**src/rtl/alu_pkg.sv**
```systemverilog
// Shared definitions for the ALU issue stage: opcode encodings, widths and the
// packed command word carried through the command FIFO.
package alu_pkg;

  localparam int unsigned DATA_W = 8;
  localparam int unsigned OP_W   = 3;
  localparam int unsigned CMD_W  = 2 * DATA_W + OP_W;

  localparam logic [OP_W-1:0] OP_ADD = 3'b000;
  localparam logic [OP_W-1:0] OP_SUB = 3'b001;
  localparam logic [OP_W-1:0] OP_SHL = 3'b010;
  localparam logic [OP_W-1:0] OP_SHR = 3'b011;
  localparam logic [OP_W-1:0] OP_AND = 3'b100;
  localparam logic [OP_W-1:0] OP_OR  = 3'b101;
  localparam logic [OP_W-1:0] OP_XOR = 3'b110;
  localparam logic [OP_W-1:0] OP_EQ  = 3'b111;

  typedef struct packed {
    logic [DATA_W-1:0] a;
    logic [DATA_W-1:0] b;
    logic [OP_W-1:0]   op;
  } alu_cmd_t;

endpackage

```
**src/rtl/alu_cmd_fifo.sv**
```systemverilog
// In-order command FIFO with combinational head read and registered occupancy.
// Callers must not push when full or pop when empty.
module alu_cmd_fifo
  import alu_pkg::*;
#(
  parameter int unsigned DEPTH = 4,
  parameter int unsigned WIDTH = CMD_W,
  localparam int unsigned PTR_W = $clog2(DEPTH),
  localparam int unsigned LVL_W = PTR_W + 1
) (
  input  logic             clk,
  input  logic             reset,
  input  logic             push,
  input  logic [WIDTH-1:0] wdata,
  input  logic             pop,
  output logic [WIDTH-1:0] rdata,
  output logic             full,
  output logic             empty,
  output logic [LVL_W-1:0] level
);

  logic [WIDTH-1:0] mem [DEPTH];
  logic [PTR_W-1:0] wr_ptr;
  logic [PTR_W-1:0] rd_ptr;

  assign full  = (level == LVL_W'(DEPTH));
  assign empty = (level == '0);
  assign rdata = mem[rd_ptr];

  always_ff @(posedge clk) begin
    if (push) mem[wr_ptr] <= wdata;
  end

  // DEPTH is a power of two, so plain increment wraps the pointers.
  always_ff @(posedge clk) begin
    if (reset) begin
      wr_ptr <= '0;
      rd_ptr <= '0;
      level  <= '0;
    end else begin
      if (push) wr_ptr <= wr_ptr + 1'b1;
      if (pop)  rd_ptr <= rd_ptr + 1'b1;
      case ({push, pop})
        2'b10:   level <= level + 1'b1;
        2'b01:   level <= level - 1'b1;
        default: level <= level;
      endcase
    end
  end

endmodule

```
**src/rtl/alu_cmd_sequencer.sv**
```systemverilog
// Issue stage for an external combinational ALU: buffers commands, drives the
// FIFO head to the ALU, registers result/carry into a handshaked output slot.
module alu_cmd_sequencer
  import alu_pkg::*;
#(
  parameter int unsigned DEPTH = 4,
  parameter int unsigned CNT_W = 16
) (
  input  logic                      clk,
  input  logic                      reset,
  input  logic                      cmd_valid_i,
  output logic                      cmd_ready_o,
  input  logic [DATA_W-1:0]         cmd_a_i,
  input  logic [DATA_W-1:0]         cmd_b_i,
  input  logic [OP_W-1:0]           cmd_op_i,
  output logic [DATA_W-1:0]         alu_a_o,
  output logic [DATA_W-1:0]         alu_b_o,
  output logic [OP_W-1:0]           alu_op_o,
  input  logic [DATA_W-1:0]         alu_res_i,
  input  logic                      alu_carry_i,
  output logic                      res_valid_o,
  input  logic                      res_ready_i,
  output logic [DATA_W-1:0]         res_data_o,
  output logic                      res_carry_o,
  output logic [OP_W-1:0]           res_op_o,
  output logic [$clog2(DEPTH):0]    level_o,
  output logic [CNT_W-1:0]          done_cnt_o
);

  alu_cmd_t         wr_cmd;
  alu_cmd_t         head;
  logic [CMD_W-1:0] rdata;
  logic             full;
  logic             empty;
  logic             push;
  logic             capture;
  logic             consume;

  assign wr_cmd      = '{a: cmd_a_i, b: cmd_b_i, op: cmd_op_i};
  assign head        = alu_cmd_t'(rdata);
  assign cmd_ready_o = !full;
  assign push        = cmd_valid_i && !full;
  assign capture     = !empty && (!res_valid_o || res_ready_i);
  assign consume     = res_valid_o && res_ready_i;

  alu_cmd_fifo #(
    .DEPTH (DEPTH),
    .WIDTH (CMD_W)
  ) u_fifo (
    .clk   (clk),
    .reset (reset),
    .push  (push),
    .wdata (wr_cmd),
    .pop   (capture),
    .rdata (rdata),
    .full  (full),
    .empty (empty),
    .level (level_o)
  );

  // Storage is not reset, so gate the head to zero while the FIFO is empty.
  always_comb begin
    alu_a_o  = '0;
    alu_b_o  = '0;
    alu_op_o = '0;
    if (!empty) begin
      alu_a_o  = head.a;
      alu_b_o  = head.b;
      alu_op_o = head.op;
    end
  end

  always_ff @(posedge clk) begin
    if (reset) begin
      res_valid_o <= 1'b0;
      res_data_o  <= '0;
      res_carry_o <= 1'b0;
      res_op_o    <= '0;
      done_cnt_o  <= '0;
    end else begin
      if (capture) begin
        res_valid_o <= 1'b1;
        res_data_o  <= alu_res_i;
        res_carry_o <= alu_carry_i;
        res_op_o    <= head.op;
      end else if (consume) begin
        res_valid_o <= 1'b0;
      end
      if (consume) done_cnt_o <= done_cnt_o + 1'b1;
    end
  end

endmodule

```
**config.mk**
```make
export PLATFORM = sky130hd
export DESIGN_NAME = alu_cmd_sequencer
export DESIGN_NICKNAME = d
export VERILOG_FILES = /design/src/rtl/alu_pkg.sv /design/src/rtl/alu_cmd_fifo.sv /design/src/rtl/alu_cmd_sequencer.sv
export SDC_FILE = /design/constraint.sdc
export NUM_CORES = 1
export LEC_CHECK = 0
export BUFFER_PORTS_ARGS = -buffer_cell sky130_fd_sc_hd__buf_2
export CORE_MARGIN = 1.5
export CORE_UTILIZATION = 57
export CTS_BUF_LIST = sky130_fd_sc_hd__clkbuf_8
export DETAILED_ROUTE_END_ITERATION = 10
export PLACE_DENSITY = 0.85
export SKIP_LAST_GASP = 1
export SLEW_MARGIN = 20
export SYNTH_ARGS = -nofsm -noshare
export SYNTH_HDL_FRONTEND = slang
export SYNTH_SLANG_ARGS = --single-unit
export TNS_END_PERCENT = 50
```
**constraint.sdc**
```tcl
create_clock -name clk -period 2.9 [get_ports clk]
set_clock_uncertainty 0.2 [all_clocks]
set_input_delay 0.145 -clock clk [delete_from_list [all_inputs] [get_ports clk]]
set_output_delay 0.145 -clock clk [all_outputs]
set_load 0.05 [all_outputs]
```
==> flow_metrics.env <==
export IMPL_clock_path_buffers=2
export IMPL_wl_um=8870
export IMPL_use_met2_pct=38.6
export IMPL_cp_max_fo=6
export IMPL_grt_max_degree=40
export IMPL_grt_pass1_vias=2924
export IMPL_drc_errors=0
export IMPL_gr_usage_met3_pct=6.47
export IMPL_grt_setup_unrepaired="false"
export IMPL_crit_arrival_ps=2700
export IMPL_gr_total_overflow=0
export IMPL_timing_final_crit_share_pct=88.9
export IMPL_ctsHtreeMaxLevel=4
export IMPL_die_x_um=92.1
export IMPL_drv_slew=0
export IMPL_synth_nets=349
export IMPL_io_buffers=83
export IMPL_cts_root_buf="clkbuf_8"
export IMPL_syn_area_um2=4530
export IMPL_async_flop_share_pct=0
export IMPL_fin_nets=473
export IMPL_fin_setup_tns_ps=0
export IMPL_antenna_found_initial=0
export IMPL_insertion_delay_ps=400
export IMPL_required_ps=3030
export IMPL_core_um2=7690
export IMPL_synth_edf_count=76
export IMPL_drt_iter0_drc=119
export IMPL_clkSlewWorstSetupHoldPaths_ps=80
export IMPL_grt_util_met1_pct=25.6
export IMPL_layout_drive_gt1_share_pct=32.9
export IMPL_yosysWarnings=0
export IMPL_cts_tree="built"
export IMPL_setup_violations=0
export IMPL_globalplace_congestion=0.814
export IMPL_tightest_slew_ps=1010
export IMPL_crit_path_start_kind="register"
export IMPL_wl_per_cell_um=16.1
export IMPL_min_path_cells=2
export IMPL_syn_to_final_growth_pct=26.3
export IMPL_dr_pass1_iters=4
export IMPL_hpwlAfterDp_um=5470
export IMPL_hold_buffers=30
export IMPL_r2r_end="u_fifo.level[2]"
export IMPL_num_vias=2898
export IMPL_syn_area_per_cell_um2=14.6
export IMPL_r2r_start="u_fifo.level[0]"
export IMPL_period_needed_ps=2580
export IMPL_cellLeakagePower_nw=2.22
export IMPL_fin_cells=549
export IMPL_crit_path_end_kind="register"
export IMPL_path_class="register to register"
export IMPL_max_slew_margin_pct=32.4
export IMPL_ir_drop_v=0.000761
export IMPL_worstHoldEndpoint="done_cnt_o[7]"
export IMPL_cts_resized=0
export IMPL_hold_path_class="input pin to register"
export IMPL_numCtsBuffers=17
export IMPL_worstHoldStart="reset"
export IMPL_max_freq_mhz=388
export IMPL_grt_first_pass_wirelength_um=14000
export IMPL_yosysUniqueCellTypes=33
export IMPL_antennaDiodeCount=0
export IMPL_fillers=484
export IMPL_grt_use_total_pct=22.4
export IMPL_r2r_cells=9
export IMPL_cts_sinks=114
export IMPL_max_cap_violations=0
export IMPL_viasPerCell=5.28
export IMPL_ys_seq_elements=114
export IMPL_fp_dieH_um=92.1
export IMPL_regToRegSetupSlack_ps=320
export IMPL_syn_inst=310
export IMPL_busiest_layer="met2"
export IMPL_drtAntennaViolNets=0
export IMPL_holdWs_ps=61.6
export IMPL_pin_count=84
export IMPL_synth_flop_cell="edfxtp_1"
export IMPL_power_density_nw_per_um2=992
export IMPL_start_util_pct=58.9
export IMPL_seq_area_frac_synth_pct=67.2
export IMPL_die_area_um2=8490
export IMPL_place_inst=487
export IMPL_post_cts_buffers=0
export IMPL_status="finished clean"
export IMPL_rows=32
export IMPL_hold_viol_final=0
layout by cell type, fill, tap and decap left out, types with 2 or more instances in the layout:
cell,n
clkinvlp_4,5
and2_1,20
nor4_1,4
xor2_1,8
dfxtp_1,37
and3_1,5
mux4_2,19
buf_4,4
nand4_1,3
nor2b_1,2
clkinv_2,2
ha_1,6
nor3_1,4
dlygate4sd3_1,30
a21oi_1,17
clkbuf_8,17
inv_6,2
edfxtp_1,76
nand4_4,2
nand2_1,34
nand3_1,8
inv_1,8
or3_1,2
xnor2_1,10
nor2_1,22
clkinv_4,3
buf_2,83
final cells by class:
cell class / count / area, µm² / share of cell area (%)
Inverter: 9 / 33.8 / 0.591
Clock inverter: 15 / 136 / 2.39
Tap cell: 102 / 128 / 2.23
Clock buffer: 17 / 234 / 4.09
Multi-Input combinational cell: 175 / 1390 / 24.4
Sequential cell: 114 / 3040 / 53.3
Timing Repair Buffer: 117 / 746 / 13.0
state kept, by name, indices dropped and copies added (netlist names), named ones only:
name,cells
res_op_o,3
u_fifo.rd_ptr,2
res_valid_o,1
u_fifo.mem,76
u_fifo.level,3
res_carry_o,1
done_cnt_o,16
u_fifo.wr_ptr,2
res_data_o,8
logic make-up after synthesis:
| family | count (synthesis) | share of synthesized area (%) |
|---|---|---|
| flops | 114 | 67.2 |
| xor+xnor | 18 | 3.48 |
| mux | 21 | 10.0 |
| fa+ha+maj | 7 | 2.10 |
| compound gates | 18 | 1.99 |
| simple gates | 111 | 13.1 |
| buf+inv | 21 | 2.05 |
worst max path at each step:
stage | depth (start not counted) | start | slack [ps] | to
after floorplan | 9 | u_fifo.level[0] | 110 | u_fifo.level[2]
after global placement | 9 | u_fifo.level[0] | 420 | u_fifo.level[2]
after detailed placement | 9 | u_fifo.level[0] | 330 | u_fifo.level[2]
after CTS | 9 | u_fifo.level[0] | 320 | u_fifo.level[2]
after global routing | 9 | u_fifo.level[0] | 210 | u_fifo.level[2]
final | 9 | u_fifo.level[0] | 320 | u_fifo.level[2]
per-stage QoR:
stage          total power, W  setup WS, ps  utilization, %  area, µm²
6_report              0.00567           323            74.3       5720
5_1_grt               0.00594           214            74.3       5720
4_1_cts               0.00571           320            74.3       5720
3_5_place_dp          0.00434           334            65.6       5040
3_3_place_gp          0.00428           424            65.6       5040
2_1_floorplan         0.00384           107               -       4530
where the power goes:
group | total [W] | internal [W] | switching (W) | leakage (nW)
Clock | 0.00134 | 0.000683 | 0.000657 | 0.174
Combinational | 0.00226 | 0.000691 | 0.00157 | 1.04
Sequential | 0.00207 | 0.00196 | 0.000106 | 1.01
Total | 0.00567 | 0.00334 | 0.00233 | 2.22
critical path, cell delays in order, from the launching register on:
cell and delay (ps):
dfxtp_1 360, or3b_4 430, and2_1 200, inv_1 80, ha_1 180, inv_1 60, fa_1 370, xor2_1 160
or3_1 310, a21oi_1 150
synthesized netlist by cell type (8+ instances only):
cell type | instances | area (µm²)
nor2_1 | 22 | 82.6
xnor2_1 | 10 | 87.6
xor2_1 | 8 | 70.1
nand3_1 | 8 | 40.0
a21oi_1 | 17 | 85.1
mux4_2 | 19 | 428
and2_1 | 20 | 125
edfxtp_1 | 76 | 2280
inv_1 | 8 | 30.0
dfxtp_1 | 38 | 761
nand2_1 | 34 | 128
layer usage:
layer | vias up | part of all wire (%) | wire length, µm
li1 | 1381 | - | -
met1 | 1408 | 41 | 3620
met2 | 96 | 52 | 4650
met3 | 13 | 4.8 | 425
met4 | 0 | 1.9 | 171
met5 | - | 0 | 0
Power figures use the tool's default switching activity.
